$ cat src/rtl/prog_sequencer.sv
// Program-address sequencer feeding the control-word ROM: run / halt / single-step, DONE on LAST_ADDR or ROM end marker.
// Optional breakpoint support is compiled in with `define SEQ_BREAKPOINT_EN.
module prog_sequencer #(
  parameter int ADDR_W    = 5,
  parameter int LAST_ADDR = 12,
  parameter int RUN_CNT_W = 4
) (
  input  logic                 clk,
  input  logic                 rst_n,
  input  logic                 start,
  input  logic                 halt_req,
  input  logic                 step,
  input  logic [3:0]           rom_reg_addr,
  input  logic [2:0]           rom_alu_code,
`ifdef SEQ_BREAKPOINT_EN
  input  logic [ADDR_W-1:0]    bp_addr,
  input  logic                 bp_en,
`endif
  output logic [ADDR_W-1:0]    addr,
  output logic                 instr_valid,
  output logic                 running,
  output logic                 done,
  output logic [RUN_CNT_W-1:0] run_cnt,
  output logic                 bp_hit
);

  typedef enum logic [1:0] {S_IDLE, S_RUN, S_PAUSE, S_DONE} state_t;

  state_t                 r_state, w_nxt;
  logic [ADDR_W-1:0]      r_addr, w_addr_nxt;
  logic [RUN_CNT_W-1:0]   r_run_cnt;
  logic                   r_running, r_done;
  logic                   w_end, w_last, w_iv, w_bp;

  assign w_end  = (rom_reg_addr == 4'hF) && (rom_alu_code == 3'h7);
  assign w_last = (r_addr == ADDR_W'(LAST_ADDR));

`ifdef SEQ_BREAKPOINT_EN
  logic r_skip, r_bp_hit;
  // r_skip lets the resumed instruction at bp_addr run once without re-trapping.
  assign w_bp = (r_state == S_RUN) && bp_en && (r_addr == bp_addr) && !r_skip;

  always_ff @(posedge clk or negedge rst_n) begin
    if (!rst_n) begin
      r_skip   <= 1'b0;
      r_bp_hit <= 1'b0;
    end else begin
      r_bp_hit <= w_bp;
      if (w_bp)
        r_skip <= 1'b1;
      else if ((w_addr_nxt != r_addr) || (r_state == S_IDLE) || (r_state == S_DONE))
        r_skip <= 1'b0;
    end
  end
  assign bp_hit = r_bp_hit;
`else
  assign w_bp   = 1'b0;
  assign bp_hit = 1'b0;
`endif

  always_comb begin
    w_nxt      = r_state;
    w_addr_nxt = r_addr;
    w_iv       = 1'b0;
    case (r_state)
      S_IDLE, S_DONE: begin
        if (start) begin
          w_nxt      = S_RUN;
          w_addr_nxt = '0;
        end
      end
      S_RUN: begin
        if (w_bp) begin
          w_nxt = S_PAUSE;
        end else begin
          w_iv = !w_end;
          if (w_end || w_last) begin
            w_nxt = S_DONE;
          end else begin
            w_addr_nxt = r_addr + 1'b1;
            if (halt_req) w_nxt = S_PAUSE;
          end
        end
      end
      S_PAUSE: begin
        // A step in the same cycle as halt release executes first; RUN follows.
        if (step) begin
          w_iv = !w_end;
          if (w_end || w_last) begin
            w_nxt = S_DONE;
          end else begin
            w_addr_nxt = r_addr + 1'b1;
            w_nxt      = halt_req ? S_PAUSE : S_RUN;
          end
        end else if (!halt_req) begin
          w_nxt = S_RUN;
        end
      end
      default: w_nxt = S_IDLE;
    endcase
  end

  always_ff @(posedge clk or negedge rst_n) begin
    if (!rst_n) begin
      r_state   <= S_IDLE;
      r_addr    <= '0;
      r_running <= 1'b0;
      r_done    <= 1'b0;
      r_run_cnt <= '0;
    end else begin
      r_state   <= w_nxt;
      r_addr    <= w_addr_nxt;
      r_running <= (w_nxt == S_RUN);
      r_done    <= (w_nxt == S_DONE);
      if ((w_nxt == S_DONE) && (r_state != S_DONE) && (r_run_cnt != '1))
        r_run_cnt <= r_run_cnt + 1'b1;
    end
  end

  assign addr        = r_addr;
  assign instr_valid = w_iv;
  assign running     = r_running;
  assign done        = r_done;
  assign run_cnt     = r_run_cnt;

endmodule
$ cat config.mk
export PLATFORM = sky130hd
export DESIGN_NAME = prog_sequencer
export DESIGN_NICKNAME = d
export VERILOG_FILES = /design/src/rtl/prog_sequencer.sv
export SDC_FILE = /design/constraint.sdc
export NUM_CORES = 1
export LEC_CHECK = 0
export CELL_PAD_IN_SITES_DETAIL_PLACEMENT = 1
export CELL_PAD_IN_SITES_GLOBAL_PLACEMENT = 2
export CORE_AREA = 2 2 42 82
export CTS_CLUSTER_SIZE = 12
export DETAILED_ROUTE_END_ITERATION = 10
export DIE_AREA = 0 0 44 84
export PLACE_DENSITY_LB_ADDON = 0.1
export SLEW_MARGIN = 20
export SYNTH_ARGS = -nofsm -noshare
export SYNTH_HDL_FRONTEND = slang
export SYNTH_SLANG_ARGS = --single-unit
$ cat constraint.sdc
create_clock -name clk -period 3.4 [get_ports clk]
set_input_delay 0.68 -clock clk [delete_from_list [all_inputs] [get_ports clk]]
set_output_delay 0.68 -clock clk [all_outputs]
set_load 0.01 [all_outputs]
==> summary.md, run 1 <==
| Metric | Value |
|---|---|
| Status | finished clean |
| Syn-to-layout area delta | 35.27% |
| Clock power frac | between 10% and 20% |
| Syn Nets | 110 |
| Detailed-route DRC error count | 0 |
| Synth warn | 0 |
| Clock sinks | 13 |
| Die area | about 3700 sq um |
| Tot GR Track Use | 14.54% |
| Detail Route Antenna Nets | 0 |
| Power per standard cell area | 891.7 nW/um^2 |
| Initial antenna violation count | 0 |
| Crit Path Max Fanout | 13 |
| Crit path time final | approximately 2.8 ns |
| H-Tree Depth | 1 |
| First-pass GRT wire length | 3981 microns |
| Die width | 44 microns |
| Hold Buf Count CTS | 0 |
| DR WL/cell | around 17 microns |
| Reg2Reg Launch Point | r_state[0]$_DFF_PN0_ |
| I/O Pins | 25 |
| Max VDD drop | around 0.00042 V |
| GP Congestion | 0.7867 |
| Final Hold Viols | 0 |
| Final Non-Filler Cells | between 100 and 150 |
| Reg2reg path depth | 7 |
| Final worst slack | 0.6478 ns |
| Crit path launch type | flip-flop |
| WS Path Type | flip-flop to primary output |
| Crit path to | instr_valid |
| First DRT Iteration DRCs | 5 |
| Mux contribution to synthesized area | 1.786% |
| Max transition margin | 53.05% |
| Sw Pwr | about 440 uW |
| Std-Cell Rows | 29 |
| Critical path data required time | 2.72 ns |
| Leakage | 0.5311 nW |
| Placement Setup Slack | roughly 0.53 ns |
| Largest net degree at the start of global routing | 14 |
| Adder-cell share of the synthesized area | 8.929% |
| CP arrival | 2.07 ns |
| Clk pin slew, worst setup/hold paths | 0.06 ns |
| TritonCTS clock tree | done |
| Max Slew Vio Count | 0 |
| # setup viols final | 0 |
| Post-Route Skew | 0.001960 ns |
| Post-cts sizing count | 0 |
| Post-synthesis xor/xnor area fraction | ~3.1% |
| R2r setup slk | 0.90 ns |
| R2R Path End | run_cnt[1]$_DFFE_PN0P_ |
| Design Power | 1.014 mW |
| Seq pwr share | 29.1% |
| Routed vias | about 780 |
| Cells after Synth | 92 |
| RSZ-0062 raised after global routing | no |
| Gate power share | 56.7% |
| Crit. End Element | primary output |
| Vias in the first global route | ~850 |
| Post CTS Setup Buffer Count | 0 |
| Routed vias/inst | ~5.3 |
| Worst-margin pin slew | 0.7028 ns |
| Initial Utilization | a little over a quarter |
| Simple-gate share of the synthesized area | 21.43% |
| DR pass1 iterations | 3 |
| Die Y-Extent | between 80 and 90 microns |
| Placed insts | 142 |
| Layout fillers | approximately 360 |
| Remaining Overflow, GRT | 0 |
| Fin crit share | 80.95% |
| Drt total wl | 2459 microns |
| Core area | 3120 sq um |
| Netlist cell types | 33 |
| Mapped Area | 840.8 sq um |
| Seq/Total Area, Yosys | 38.69% |
| Sw Share | 43.42% |
| Synth Area in Compound Gates | about a fifth |
| Root Buffer | clkbuf_8 |
| Area of the multi-input gates | 470.5 sq um |
| Maxcap violations | 0 |
| Layout cell share with drive strength beyond 1 | under 10% |
| PortBufs | 23 |
| Worst setup path start | r_state[0]$_DFF_PN0_ |
| Syn avg cell area | roughly 9 sq um |
| P_int | 573.9 uW |
| Main combinational cell family by area after synthesis | simple AND/OR/NAND/NOR gates |
| Skew-Pair Late Insertion Delay | 0.24 ns |
| TNS Setup | 0 ns |
| Cts bufs inserted | 3 |
| N_diodes | 0 |
| Dpl hpwl | slightly above 2000 microns |
| Maximum root-to-sink buffer count | 2 |
| Flops & latches, synth | 13 |
| F_max | about 360 MHz |
| Hold Crit Class | flip-flop to flip-flop |
| Register area | 325.3 sq um |
| Nets@finish | 134 |
-- layout by cell type (no fill, tap or decap), drive strengths merged, types with 2 or more instances in the layout --
| master | count |
|---|---|
| dfrtp | 13 |
| and2 | 2 |
| o21ai | 9 |
| a21oi | 3 |
| xor2 | 3 |
| o41ai | 2 |
| nor4b | 2 |
| clkdlybuf4s50 | 23 |
| nor2 | 5 |
| nor3 | 5 |
| nor4 | 2 |
| inv | 7 |
| o21bai | 2 |
| clkbuf | 3 |
| nand2 | 5 |
| nand3 | 7 |
| a21o | 2 |
| ha | 6 |
-- power by group through the flow --
stage,clock (mW),sequential [mW],combinational (mW)
finish,0.143,0.296,0.575
global route,0.153,0.306,0.644
CTS,0.146,0.298,0.589
detailed placement,0,0.300,0.586
global placement,0,0.296,0.579
floorplan,0,0.301,0.343
-- synth_stat cells, drive strengths merged --
library cell,count,area [sq um]
inv,7,26.28
nand4b,1,8.760
o22ai,1,6.260
a221o,1,10.01
nand2,5,18.77
nand3,7,35.03
nor4,2,12.51
o41ai,2,17.52
a22oi,1,21.27
a21oi,3,15.01
clkbuf,3,11.26
o21ai,9,48.80
nor3,5,30.03
ha,6,75.07
dfrtp,13,325.3
nor4b,2,17.52
o21a,1,7.510
a21o,2,15.01
buf,1,7.510
o21bai,2,15.01
nor2,5,18.77
a211oi,1,7.510
conb,1,3.750
xor2,3,26.28
mux2,1,15.01
nor3b,1,7.510
and3,1,6.260
nor2b,1,6.260
nand4,1,6.260
and2,2,12.51
a31oi,1,6.260
-- per-stage QoR --
step | hold slack [ns] | area [sq um] | utilization [%]
after global placement | 0.5089 | 1091 | 34.96
final | 0.5196 | 1137 | 36.45
after CTS | 0.5217 | 1137 | 36.45
after detailed placement | 0.5053 | 1091 | 34.96
after floorplan | 0.3844 | 840.8 | -
after global routing | 0.5522 | 1137 | 36.45
-- worst max-delay path: stages, from the launching register on --
cell and delay [ns]:
dfrtp_1 0.48, inv_1 0.08, ha_1 0.47, nor3_1 0.24, clkdlybuf4s50_1 0.56
-- state kept, by name (all words and copies together), names as in the netlist --
signal	cells
running	1
run_cnt	4
done	1
addr	5
r_state	2
-- logic make-up (layout without fill, tap and decap cells) --
| logic type | after synthesis | count (layout) |
|---|---|---|
| xor+xnor | 3 | 3 |
| fa+ha+maj | 6 | 6 |
| simple gates | 33 | 33 |
| mux | 1 | 1 |
| other cells | 1 | 1 |
| compound gates | 24 | 24 |
| flops | 13 | 13 |
| buf+inv | 11 | 34 |
-- how the worst min path moves through the flow --
| stage | to | start | depth (start not counted) |
|---|---|---|---|
| after global routing | run_cnt[3]$_DFFE_PN0P_ | run_cnt[3]$_DFFE_PN0P_ | 1 |
| after CTS | run_cnt[3]$_DFFE_PN0P_ | run_cnt[3]$_DFFE_PN0P_ | 1 |
| final | run_cnt[3]$_DFFE_PN0P_ | run_cnt[3]$_DFFE_PN0P_ | 1 |
| after detailed placement | run_cnt[3]$_DFFE_PN0P_ | run_cnt[3]$_DFFE_PN0P_ | 1 |
| after global placement | run_cnt[3]$_DFFE_PN0P_ | run_cnt[3]$_DFFE_PN0P_ | 1 |
| after floorplan | addr[0]$_DFFE_PN0P_ | rst_n | 0 |
-- metal layers --
| metal | up-vias | wire length, microns | share of wire (%) | global-route usage, % |
|---|---|---|---|---|
| met5 | - | 0 | 0 | 0 |
| met4 | 0 | 60 | 2.4 | 7.713 |
| met3 | 4 | 51 | 2.1 | 1.948 |
| met2 | 14 | 1505 | 61 | 27.67 |
| met1 | 384 | 842 | 34 | 13.67 |
| li1 | 374 | - | - | - |
-- final cells by class --
type | instances | area share, %
clock buffer | 3 | 3.630
timing repair buffer | 23 | 20.24
multi-input combinational | 68 | 41.36
sequential | 13 | 28.60
inverter | 7 | 2.310
clock inverter | 1 | 0.4400
tap | 31 | 3.410
Power figures use the tool's default switching activity.
==> inputs of run 2 (changes only) <==
Settings changed: CORE_AREA 2 2 42 82 to 2 2 43 84, DIE_AREA 0 0 44 84 to 0 0 45 86.
Clock period 3.4 ns to 2.8 ns, I/O delays scaled along.
==> summary.md, run 2 (same netlist as run 1, synthesis figures left out) <==
| Metric | Value |
|---|---|
| Status | finished clean |
| PortBufs | 23 (unchanged) |
| Largest net degree at the start of global routing | 14 (unchanged) |
| Root Buffer | clkbuf_8 |
| Sw Pwr | 529.9 uW (+20%) |
| Max Slew Vio Count | 0 (unchanged) |
| Routed vias/inst | 5.351 (+0.68%) |
| Die Y-Extent | 86 microns (+2.4%) |
| Fin crit share | 93.38% |
| Die area | 3870 sq um (+4.7%) |
| GP Congestion | 0.8433 (+7.2%) |
| Post-Route Skew | 0.001769 ns (-0.0001907 ns) |
| Max VDD drop | 0.0004110 V (-2.1%) |
| Cts bufs inserted | 3 (unchanged) |
| Crit. End Element | primary output |
| Crit path time final | 2.615 ns |
| F_max | 382.5 MHz |
| DR pass1 iterations | 4 (+1) |
| P_int | 701.5 uW (+22%) |
| Nets@finish | 136 (+1.5%) |
| Skew-Pair Late Insertion Delay | 0.24 ns (about the same) |
| Layout cell share with drive strength beyond 1 | 8.547% (+1.6 points) |
| Commonest cells after routing, fill and taps aside | clkdlybuf4s50_1 (23), dfrtp_1 (13), o21ai_0 (8), inv_1 (7), nand3_1 (7) |
| Remaining Overflow, GRT | 0 (unchanged) |
| Post CTS Setup Buffer Count | 0 (unchanged) |
| Layout fillers | 394 (+9.7%) |
| Clock sinks | 13 (unchanged) |
| Vias in the first global route | 919 (+7.9%) |
| Syn-to-layout area delta | 37.05% |
| CP max stage delay | 0.56 ns (about the same) |
| Max transition margin | 56.80% (+3.7 points) |
| Worst path cell trace | inv_1 > ha_1 > nor3_1 > clkdlybuf4s50_1 |
| Most common cell after layout, fill and taps aside | clkdlybuf4s50_1 |
| CP arrival | 2.05 ns (-0.02 ns) |
| First DRT Iteration DRCs | 3 (-2) |
| RSZ-0062 raised after global routing | no |
| TritonCTS clock tree | done |
| N_diodes | 0 (unchanged) |
| Gate power share | 57.3% (+0.6 points) |
| Leakage | 0.5419 nW (+2.0%) |
| Std-Cell Rows | 29 (unchanged) |
| Number of flip-flops under the largest register name | 5 (unchanged) |
| Crit-path leading delay family | buffers and inverters |
| Final Hold Viols | 0 (unchanged) |
| Clk pin slew, worst setup/hold paths | 0.06 ns (about the same) |
| Detail Route Antenna Nets | 0 (unchanged) |
| DR WL/cell | 17.15 microns (+1.8%) |
| Sw Share | 43.03% (-0.39 points) |
| # setup viols final | 0 (unchanged) |
| Die width | 45 microns (+2.3%) |
| I/O Pins | 25 (unchanged) |
| Tot GR Track Use | 15.48% (+0.93 points) |
| Drt total wl | 2538 microns (+3.2%) |
| Crit path launch type | flip-flop |
| Seq pwr share | 28.7% (-0.4 points) |
| WS Path Type | flip-flop to primary output |
| Core area | 3193 sq um (+2.3%) |
| Initial Utilization | 26.33% (-0.61 points) |
| Routed vias | 792 (+2.1%) |
| Crit Path Max Fanout | 13 (unchanged) |
| H-Tree Depth | 1 (unchanged) |
| Post-cts sizing count | 0 (unchanged) |
| Worst-margin pin slew | 0.6460 ns (-0.05678 ns) |
| First-pass GRT wire length | 4429 microns (+11%) |
| Maxcap violations | 0 (unchanged) |
| Clock power frac | 14.0% (about the same) |
| Final Non-Filler Cells | 148 (+1.4%) |
| Power per standard cell area | 1069 nW/um^2 (+20%) |
| Dpl hpwl | 2052 microns (+1.7%) |
| Placed insts | 144 (+1.4%) |
| Hold Buf Count CTS | 0 (unchanged) |
| CP max-delay cell | clkdlybuf4s50_1 |
| Critical path data required time | 2.24 ns (-0.48 ns) |
| WP buf/inv | 2 (unchanged) |
| Initial antenna violation count | 0 (unchanged) |
| Detailed-route DRC error count | 0 (unchanged) |
| Maximum root-to-sink buffer count | 2 (unchanged) |
| Hold Crit Class | flip-flop to flip-flop |
| TNS Setup | 0 ns (unchanged) |
-- run 2: cell types whose count changed in the layout (fill, tap and decap cells not counted), sizes merged --
cell / delta
buf: +2
-- run 2: power by group through the flow --
stage	Sequential, mW	Combinational, mW	Clock (mW)
floorplan	0.365	0.416	0
global placement	0.359	0.701	0
detailed placement	0.361	0.718	0
CTS	0.359	0.720	0.180
global route	0.371	0.798	0.188
finish	0.353	0.706	0.173
-- run 2: area by class of cell --
class	instances	area, sq um	area share, %
multi-input cells	68	470.5	40.83
inverters	7	26.28	2.280
flip-flops and latches	13	325.3	28.23
clock inverters	1	5.005	0.4343
repair buffers	25	245.2	21.28
clock buffers	3	41.29	3.583
well taps	31	38.79	3.366
-- run 2: final timing paths --
path                                        startpoint                     end  slack [ns]  cells after the start
worst max-delay path              r_state[0]$_DFF_PN0_             instr_valid        0.19                      4
worst min-delay path            run_cnt[3]$_DFFE_PN0P_  run_cnt[3]$_DFFE_PN0P_        0.51                      1
worst max register to register    r_state[0]$_DFF_PN0_  run_cnt[1]$_DFFE_PN0P_        0.41                      7
worst min register to register  run_cnt[3]$_DFFE_PN0P_  run_cnt[3]$_DFFE_PN0P_        0.51                      1
max in group asynchronous                        rst_n  run_cnt[3]$_DFFE_PN0P_        1.67                      1
min in group asynchronous                        rst_n     addr[2]$_DFFE_PN0P_        0.71                      1
-- run 2: per-layer routing --
layer / up-vias / share of wire, % / track usage, %
met3: 2 / 2.2 / 1.895
met5: - / 0 / 0
met2: 12 / 62 / 28.96
li1: 384 / - / -
met4: 0 / 0.75 / 4.813
met1: 394 / 35 / 16.86
-- run 2: per-stage QoR --
stage | hold WS (ns) | area [sq um] | util [%] | power (mW) | worst slack [ns]
after global routing | 0.5486 | 1152 | 36.09 | 1.358 | 0.03382
after CTS | 0.5223 | 1152 | 36.09 | 1.259 | 0.1476
after global placement | 0.5072 | 1106 | 34.64 | 1.060 | 0.3582
after detailed placement | 0.5070 | 1106 | 34.64 | 1.080 | 0.3196
after floorplan | 0.2644 | 840.8 | - | 0.7812 | 0.8161
final | 0.5075 | 1152 | 36.09 | 1.231 | 0.1855
==> inputs of run 3 (changes only) <==
Settings changed: CAP_MARGIN set to 20.
==> results of run 3 <==
No change in the layout: final DEF, timing and power equal those of run 2.
